## config.mk

```make
export PLATFORM = sky130hd
export DESIGN_NAME = mem_arbiter_flat
export DESIGN_NICKNAME = d
export VERILOG_FILES = /design/src/rtl/mem_arbiter_if.sv /design/src/rtl/mem_arbiter.sv /design/src/flat_wrapper.sv
export SDC_FILE = /design/constraint.sdc
export NUM_CORES = 1
export LEC_CHECK = 0
export CORE_ASPECT_RATIO = 0.5
export CORE_MARGIN = 3
export CORE_UTILIZATION = 35
export DETAILED_ROUTE_END_ITERATION = 8
export HOLD_SLACK_MARGIN = 0.12
export PLACE_DENSITY = 0.9
export SYNTH_ARGS = -nofsm -noshare
export SYNTH_HDL_FRONTEND = slang
export SYNTH_HIERARCHICAL = 1
export SYNTH_SLANG_ARGS = --single-unit
```

## constraint.sdc

```tcl
create_clock -name clk -period 3.9 [get_ports clk]
set_input_delay 0.78 -clock clk [delete_from_list [all_inputs] [get_ports clk]]
set_output_delay 0.78 -clock clk [all_outputs]
set_load 0.02 [all_outputs]
```

## src/rtl/mem_arbiter_if.sv

```systemverilog
// CPU / screen-fetcher / RAM bundle around the shared data RAM arbiter.
`timescale 1ns/1ps
interface mem_arbiter_if #(
  parameter int ADDR_W = 15,
  parameter int SCR_AW = 13
);
  logic              cpu_req;
  logic              cpu_we;
  logic [ADDR_W-1:0] cpu_addr;
  logic [15:0]       cpu_wdata;
  logic              cpu_ack;
  logic              cpu_rvalid;
  logic [15:0]       cpu_rdata;

  logic              scr_req;
  logic [SCR_AW-1:0] scr_addr;
  logic              scr_ack;
  logic              scr_rvalid;
  logic [15:0]       scr_rdata;

  logic              mem_en;
  logic              mem_we;
  logic [ADDR_W-1:0] mem_addr;
  logic [15:0]       mem_wdata;
  logic [15:0]       mem_rdata;

  // Arbiter side.
  modport slave (
    input  cpu_req, cpu_we, cpu_addr, cpu_wdata, scr_req, scr_addr, mem_rdata,
    output cpu_ack, cpu_rvalid, cpu_rdata, scr_ack, scr_rvalid, scr_rdata,
           mem_en, mem_we, mem_addr, mem_wdata
  );

  // Requesters plus RAM (the environment around the arbiter).
  modport master (
    output cpu_req, cpu_we, cpu_addr, cpu_wdata, scr_req, scr_addr, mem_rdata,
    input  cpu_ack, cpu_rvalid, cpu_rdata, scr_ack, scr_rvalid, scr_rdata,
           mem_en, mem_we, mem_addr, mem_wdata
  );
endinterface

```

## src/rtl/mem_arbiter.sv

```systemverilog
// CPU-priority arbiter for the single-port data RAM with a starvation-bounded
// screen fetch slot and 1-cycle read-return routing to the issuing requester.
`timescale 1ns/1ps

// Per-requester return lane: passes RAM data through on the return cycle and
// holds it until that requester's next read returns.
module mem_arb_ret (
  input  logic        clk,
  input  logic        reset,
  input  logic        i_ret,
  input  logic [15:0] i_rdata,
  output logic        o_rvalid,
  output logic [15:0] o_rdata
);
  logic [15:0] r_hold;

  always_ff @(posedge clk or posedge reset) begin
    if (reset)      r_hold <= '0;
    else if (i_ret) r_hold <= i_rdata;
  end

  assign o_rvalid = i_ret;
  assign o_rdata  = i_ret ? i_rdata : r_hold;
endmodule

module mem_arbiter #(
  parameter int               ADDR_W      = 15,
  parameter logic [ADDR_W-1:0] SCREEN_BASE = 'h4000,
  parameter int               SCR_AW      = 13,
  parameter int               MAX_WAIT    = 4
) (
  input  logic          clk,
  input  logic          reset,
  mem_arbiter_if.slave  bus
);
  localparam int         NUM_REQ = 2;
  localparam logic [3:0] MAX_W   = 4'(MAX_WAIT);

  typedef enum logic [1:0] {
    TAG_NONE = 2'd0,
    TAG_CPU  = 2'd1,
    TAG_SCR  = 2'd2
  } tag_e;

  logic [3:0]        r_starve;
  tag_e              r_rtag;
  tag_e              w_rtag_nxt;
  logic              w_starved;
  logic              w_cpu_win;
  logic              w_scr_win;
  logic [ADDR_W-1:0] w_scr_mem_addr;

  logic [NUM_REQ-1:0]       w_ret;
  logic [NUM_REQ-1:0]       w_rvalid;
  logic [NUM_REQ-1:0][15:0] w_rdata;

  // Grants are forced low during reset so nothing reaches the RAM.
  assign w_starved = (r_starve == MAX_W);
  assign w_scr_win = !reset && bus.scr_req && (!bus.cpu_req || w_starved);
  assign w_cpu_win = !reset && bus.cpu_req && !w_scr_win;

  assign w_scr_mem_addr = SCREEN_BASE + {{(ADDR_W-SCR_AW){1'b0}}, bus.scr_addr};

  assign bus.cpu_ack   = w_cpu_win;
  assign bus.scr_ack   = w_scr_win;
  assign bus.mem_en    = w_cpu_win | w_scr_win;
  assign bus.mem_we    = w_cpu_win & bus.cpu_we;
  assign bus.mem_addr  = w_scr_win ? w_scr_mem_addr : bus.cpu_addr;
  assign bus.mem_wdata = bus.cpu_wdata;

  always_comb begin
    w_rtag_nxt = TAG_NONE;
    if (w_scr_win)                     w_rtag_nxt = TAG_SCR;
    else if (w_cpu_win && !bus.cpu_we) w_rtag_nxt = TAG_CPU;
  end

  always_ff @(posedge clk or posedge reset) begin
    if (reset) begin
      r_starve <= '0;
      r_rtag   <= TAG_NONE;
    end else begin
      r_rtag <= w_rtag_nxt;
      if (!bus.scr_req || w_scr_win) r_starve <= '0;
      else if (!w_starved)           r_starve <= r_starve + 4'd1;
    end
  end

  // Lane 0 = CPU, lane 1 = screen.
  assign w_ret[0] = (r_rtag == TAG_CPU);
  assign w_ret[1] = (r_rtag == TAG_SCR);

  genvar g;
  generate
    for (g = 0; g < NUM_REQ; g++) begin : g_ret
      mem_arb_ret u_ret (
        .clk      (clk),
        .reset    (reset),
        .i_ret    (w_ret[g]),
        .i_rdata  (bus.mem_rdata),
        .o_rvalid (w_rvalid[g]),
        .o_rdata  (w_rdata[g])
      );
    end
  endgenerate

  assign bus.cpu_rvalid = w_rvalid[0];
  assign bus.cpu_rdata  = w_rdata[0];
  assign bus.scr_rvalid = w_rvalid[1];
  assign bus.scr_rdata  = w_rdata[1];
endmodule

```

## src/flat_wrapper.sv

```systemverilog
// flat-port wrapper written by rule: the top's interface ports become plain ports
module mem_arbiter_flat 
#(
  parameter int               ADDR_W      = 15,
  parameter logic [ADDR_W-1:0] SCREEN_BASE = 'h4000,
  parameter int               SCR_AW      = 13,
  parameter int               MAX_WAIT    = 4
)
  (clk, reset, bus_cpu_req, bus_cpu_we, bus_cpu_addr, bus_cpu_wdata, bus_scr_req, bus_scr_addr, bus_mem_rdata, bus_cpu_ack, bus_cpu_rvalid, bus_cpu_rdata, bus_scr_ack, bus_scr_rvalid, bus_scr_rdata, bus_mem_en, bus_mem_we, bus_mem_addr, bus_mem_wdata);
  mem_arbiter_if #(.ADDR_W(ADDR_W), .SCR_AW(SCR_AW)) bus_i ();
  input  logic clk;
  input  logic reset;
  input wire logic [$bits(bus_i.cpu_req)-1:0] bus_cpu_req;
  input wire logic [$bits(bus_i.cpu_we)-1:0] bus_cpu_we;
  input wire logic [$bits(bus_i.cpu_addr)-1:0] bus_cpu_addr;
  input wire logic [$bits(bus_i.cpu_wdata)-1:0] bus_cpu_wdata;
  input wire logic [$bits(bus_i.scr_req)-1:0] bus_scr_req;
  input wire logic [$bits(bus_i.scr_addr)-1:0] bus_scr_addr;
  input wire logic [$bits(bus_i.mem_rdata)-1:0] bus_mem_rdata;
  output wire logic [$bits(bus_i.cpu_ack)-1:0] bus_cpu_ack;
  output wire logic [$bits(bus_i.cpu_rvalid)-1:0] bus_cpu_rvalid;
  output wire logic [$bits(bus_i.cpu_rdata)-1:0] bus_cpu_rdata;
  output wire logic [$bits(bus_i.scr_ack)-1:0] bus_scr_ack;
  output wire logic [$bits(bus_i.scr_rvalid)-1:0] bus_scr_rvalid;
  output wire logic [$bits(bus_i.scr_rdata)-1:0] bus_scr_rdata;
  output wire logic [$bits(bus_i.mem_en)-1:0] bus_mem_en;
  output wire logic [$bits(bus_i.mem_we)-1:0] bus_mem_we;
  output wire logic [$bits(bus_i.mem_addr)-1:0] bus_mem_addr;
  output wire logic [$bits(bus_i.mem_wdata)-1:0] bus_mem_wdata;
  assign bus_i.cpu_req = bus_cpu_req;
  assign bus_i.cpu_we = bus_cpu_we;
  assign bus_i.cpu_addr = bus_cpu_addr;
  assign bus_i.cpu_wdata = bus_cpu_wdata;
  assign bus_i.scr_req = bus_scr_req;
  assign bus_i.scr_addr = bus_scr_addr;
  assign bus_i.mem_rdata = bus_mem_rdata;
  assign bus_cpu_ack = bus_i.cpu_ack;
  assign bus_cpu_rvalid = bus_i.cpu_rvalid;
  assign bus_cpu_rdata = bus_i.cpu_rdata;
  assign bus_scr_ack = bus_i.scr_ack;
  assign bus_scr_rvalid = bus_i.scr_rvalid;
  assign bus_scr_rdata = bus_i.scr_rdata;
  assign bus_mem_en = bus_i.mem_en;
  assign bus_mem_we = bus_i.mem_we;
  assign bus_mem_addr = bus_i.mem_addr;
  assign bus_mem_wdata = bus_i.mem_wdata;
  mem_arbiter #(.ADDR_W(ADDR_W), .SCREEN_BASE(SCREEN_BASE), .SCR_AW(SCR_AW), .MAX_WAIT(MAX_WAIT)) u_core (.clk(clk), .reset(reset), .bus(bus_i));
endmodule
```

==> flow_summary.yaml, run 1 <==
run_status:
  run_status: "complete, no violations"
grt:
  grt_remaining_overflow: 0
  groute.usage.overall: 0.1489
  grt_pass1_vias: 1494
  grt_pass1_wl_um: 7769
  antenna_found_initial: 0
  grt_max_degree: 18
floorplan:
  die_x_um: 113.8
  io_pins: 134
  fp.dieArea_sq_um: 6811
  num_rows: 18
  core_sq_um: 5248
  initial_core_util: 0.3872
  die_h_um: 59.88
clock_network:
  clock-sinks: 38
  cts_setup_buffers: 0
  root_buffer: "clkbuf_16"
  cts_hold_buf: 0
  cts_tree: "built"
  cts_max_level: 2
  numCtsBuffers: 5
  clock_path_buffers: 2
  insertion_delay_ns: 0.27
  clk_pin_slew_ns: 0.05
  cts_resized: 0
worst_setup_path:
  path_common_cell: "clkdlybuf4s50_1"
  critPathBufInv: 3
  crit_path_start_kind: "primary input"
  slowest_stage: "clkdlybuf4s50_1"
  worstSetupPathType: "primary input to primary output"
  path_cells: "clkdlybuf4s50_1 -> nand2b_4 -> a21oi_4 -> buf_4 -> mux2_2 -> clkdlybuf4s50_1"
  slowest_delay_ns: 0.62
  crit_cells: 6
  reg2reg_depth: 5
  crit_arrival_ns: 2.77
  endpoint_kind: "primary output"
  crit_family: "buffers and inverters"
  critPathMaxFanout: 17
  required_ns: 3.12
logic_synthesis:
  syn-cell-area_sq_um: 2032
  ys_seq_area_frac: 0.4680
  ys.flop_type: "dfrtp_1"
  yosysTopAreaCell: "dfrtp_1"
  synth-seq-cells: 38
  yosysWarnings: 6
  synthArstFlopShare: 1.000
  yosysMostFrequentCell: "dfrtp_1"
  synth.area.top_cells: "dfrtp_1 47%, mux2_4 20%, mux2_2 10%, buf_4 6.7%, buf_12 3.0%"
  syn_nets: 209
  synth-edff-count: 0
  avgSynthCellArea_sq_um: 14.31
  netlist-cell-type-count: 25
  synth_top_area_share: 0.4680
  synthCells: 142
  ys_top_cells_by_count: "38 x dfrtp_1, 27 x mux2_4, 18 x buf_4, 18 x mux2_2, 5 x inv_1"
power:
  power.density_nw_per_um2: 459.9
  p_leak_nw: 1.333
  power.total_mw: 1.421
  peakVddDrop_mv: 0.2417
finish:
  drive_above_1_share: 0.2684
  layoutNonFillerInstCount: 301
  fillers: 440
  area_delta_synth_final_pct: 52.09
  regArea_sq_um: 950.9
  antenna_cells: 0
  final_util: 0.5889
  multi_input_area_sq_um: 844.6
  nets: 297
sta:
  period_needed_ns: 3.552
  post-route-period-util: 0.9109
  timing.hold.ws_ns: 0.4879
  tightest_slew_ns: 0.6644
  skew_ns: 0.004569
  fmax_ghz: 0.2815
  finalHoldViolCount: 0
  rsz0062_at_grt: "no"
  drv_slew: 0
  relSlewSlack: 0.5566
  finalSetupTns_ns: 0
  setup_viol: 0
placed_design:
  portBuffers: 101
  dp_hpwl_um: 4001
  gp_congestion: 0.7586
  placedCellCount: 293
routing:
  dr_total_vias: 1370
  drt-total-wl_um: 5070
  avgRoutedWirePerCell_um: 16.84
  vias_per_cell: 4.551
  firstDrtPassIters: 4
  drc: 0
  drtAntennaViolNets: 0
  drt_iter0_markers: 30
min_path:
  min_path_type: "flip-flop to flip-flop"
  hold_depth: 1
flow_run:
  drv_cap: 0
==> final cells by class <==
class / instances / area share
timing repair buffer: 105 / 0.3368
inverter: 5 / 0.006073
clock buffer: 7 / 0.04615
tap: 70 / 0.02834
clock inverter: 1 / 0.001619
multi-input combinational: 75 / 0.2733
sequential: 38 / 0.3077
==> path summary, 6_finish.rpt <==
kind,slack [ns],to,start
worst max-delay path,0.35,bus_mem_addr[4],bus_scr_req
worst min-delay path,0.49,u_core/g_ret[1].u_ret/r_hold[12]$_DFF_PP0_,u_core/g_ret[1].u_ret/r_hold[12]$_DFF_PP0_
worst max register to register,2.47,u_core/r_rtag[0]$_DFF_PP0_,u_core/r_starve[0]$_DFFE_PP0P_
worst min register to register,0.49,u_core/g_ret[1].u_ret/r_hold[12]$_DFF_PP0_,u_core/g_ret[1].u_ret/r_hold[12]$_DFF_PP0_
max in group asynchronous,2.32,u_core/g_ret[1].u_ret/r_hold[5]$_DFF_PP0_,reset
min in group asynchronous,0.96,u_core/r_rtag[1]$_DFF_PP0_,reset
==> kinds of logic (layout without fill, tap and decap cells) <==
kind of cell / after synthesis / count (layout) / synth area share
flip-flops: 38 / 38 / 0.4680
buffers and inverters: 29 / 118 / 0.1188
AO/OA/AOI/OAI: 7 / 7 / 0.02771
multiplexers: 46 / 46 / 0.3042
AND/OR/NAND/NOR: 19 / 19 / 0.06465
XOR/XNOR: 1 / 1 / 0.004311
adder cells (fa/ha/maj): 2 / 2 / 0.01231
==> state kept, by name, summed over array words and instances (netlist names) <==
register / flops
u_core/g_ret.u_ret/r_hold: 32
u_core/r_rtag: 2
u_core/r_starve: 4
==> per-layer routing <==
metal  global-route usage  wire (um)  vias up
li1                     -          -      639
met1               0.1750       1984      661
met2               0.2561       2601       64
met3              0.05359        414        6
met4              0.05479         70        0
met5                    0          0        -
==> through the flow <==
stage | area, sq um | worst slack [ns]
2_1_floorplan | 2032 | 1.314
3_3_place_gp | 2943 | 0.4092
3_5_place_dp | 2943 | 0.3316
4_1_cts | 3090 | 0.3242
5_1_grt | 3090 | 0.2390
6_report | 3090 | 0.3477
==> cell usage in the layout (no fill, tap or decap), types with 3 or more instances in the layout <==
cell type,netlist,routed
inv_1,5,5
dfrtp_1,38,38
clkdlybuf4s50_1,0,101
clkbuf_16,0,5
nor2_1,4,4
buf_4,18,4
nand3_1,3,3
mux2_2,18,18
mux2_4,27,27
==> worst reg2reg max path: cells and delay by family (launching register included) <==
kind,cells,cell delay (ns)
buffers and inverters,1,0.07
AOI/OAI and AO/OA,1,0.26
DFF,1,0.39
adders and majority gates,1,0.26
and+or+nand+nor,2,0.39
==> where the power goes <==
group	internal [mW]	total [mW]	switching (mW)	leakage [nW]
clock network	0.253	0.396	0.143	0.0739
logic	0.297	0.532	0.236	0.799
registers	0.471	0.493	0.0223	0.460
(Power assumes the default switching activity.)
==> inputs of run 2 (changes only) <==
- CAP_MARGIN: not set -> 20
==> results of run 2 <==
Final layout, timing and power as in run 1 (identical DEF).
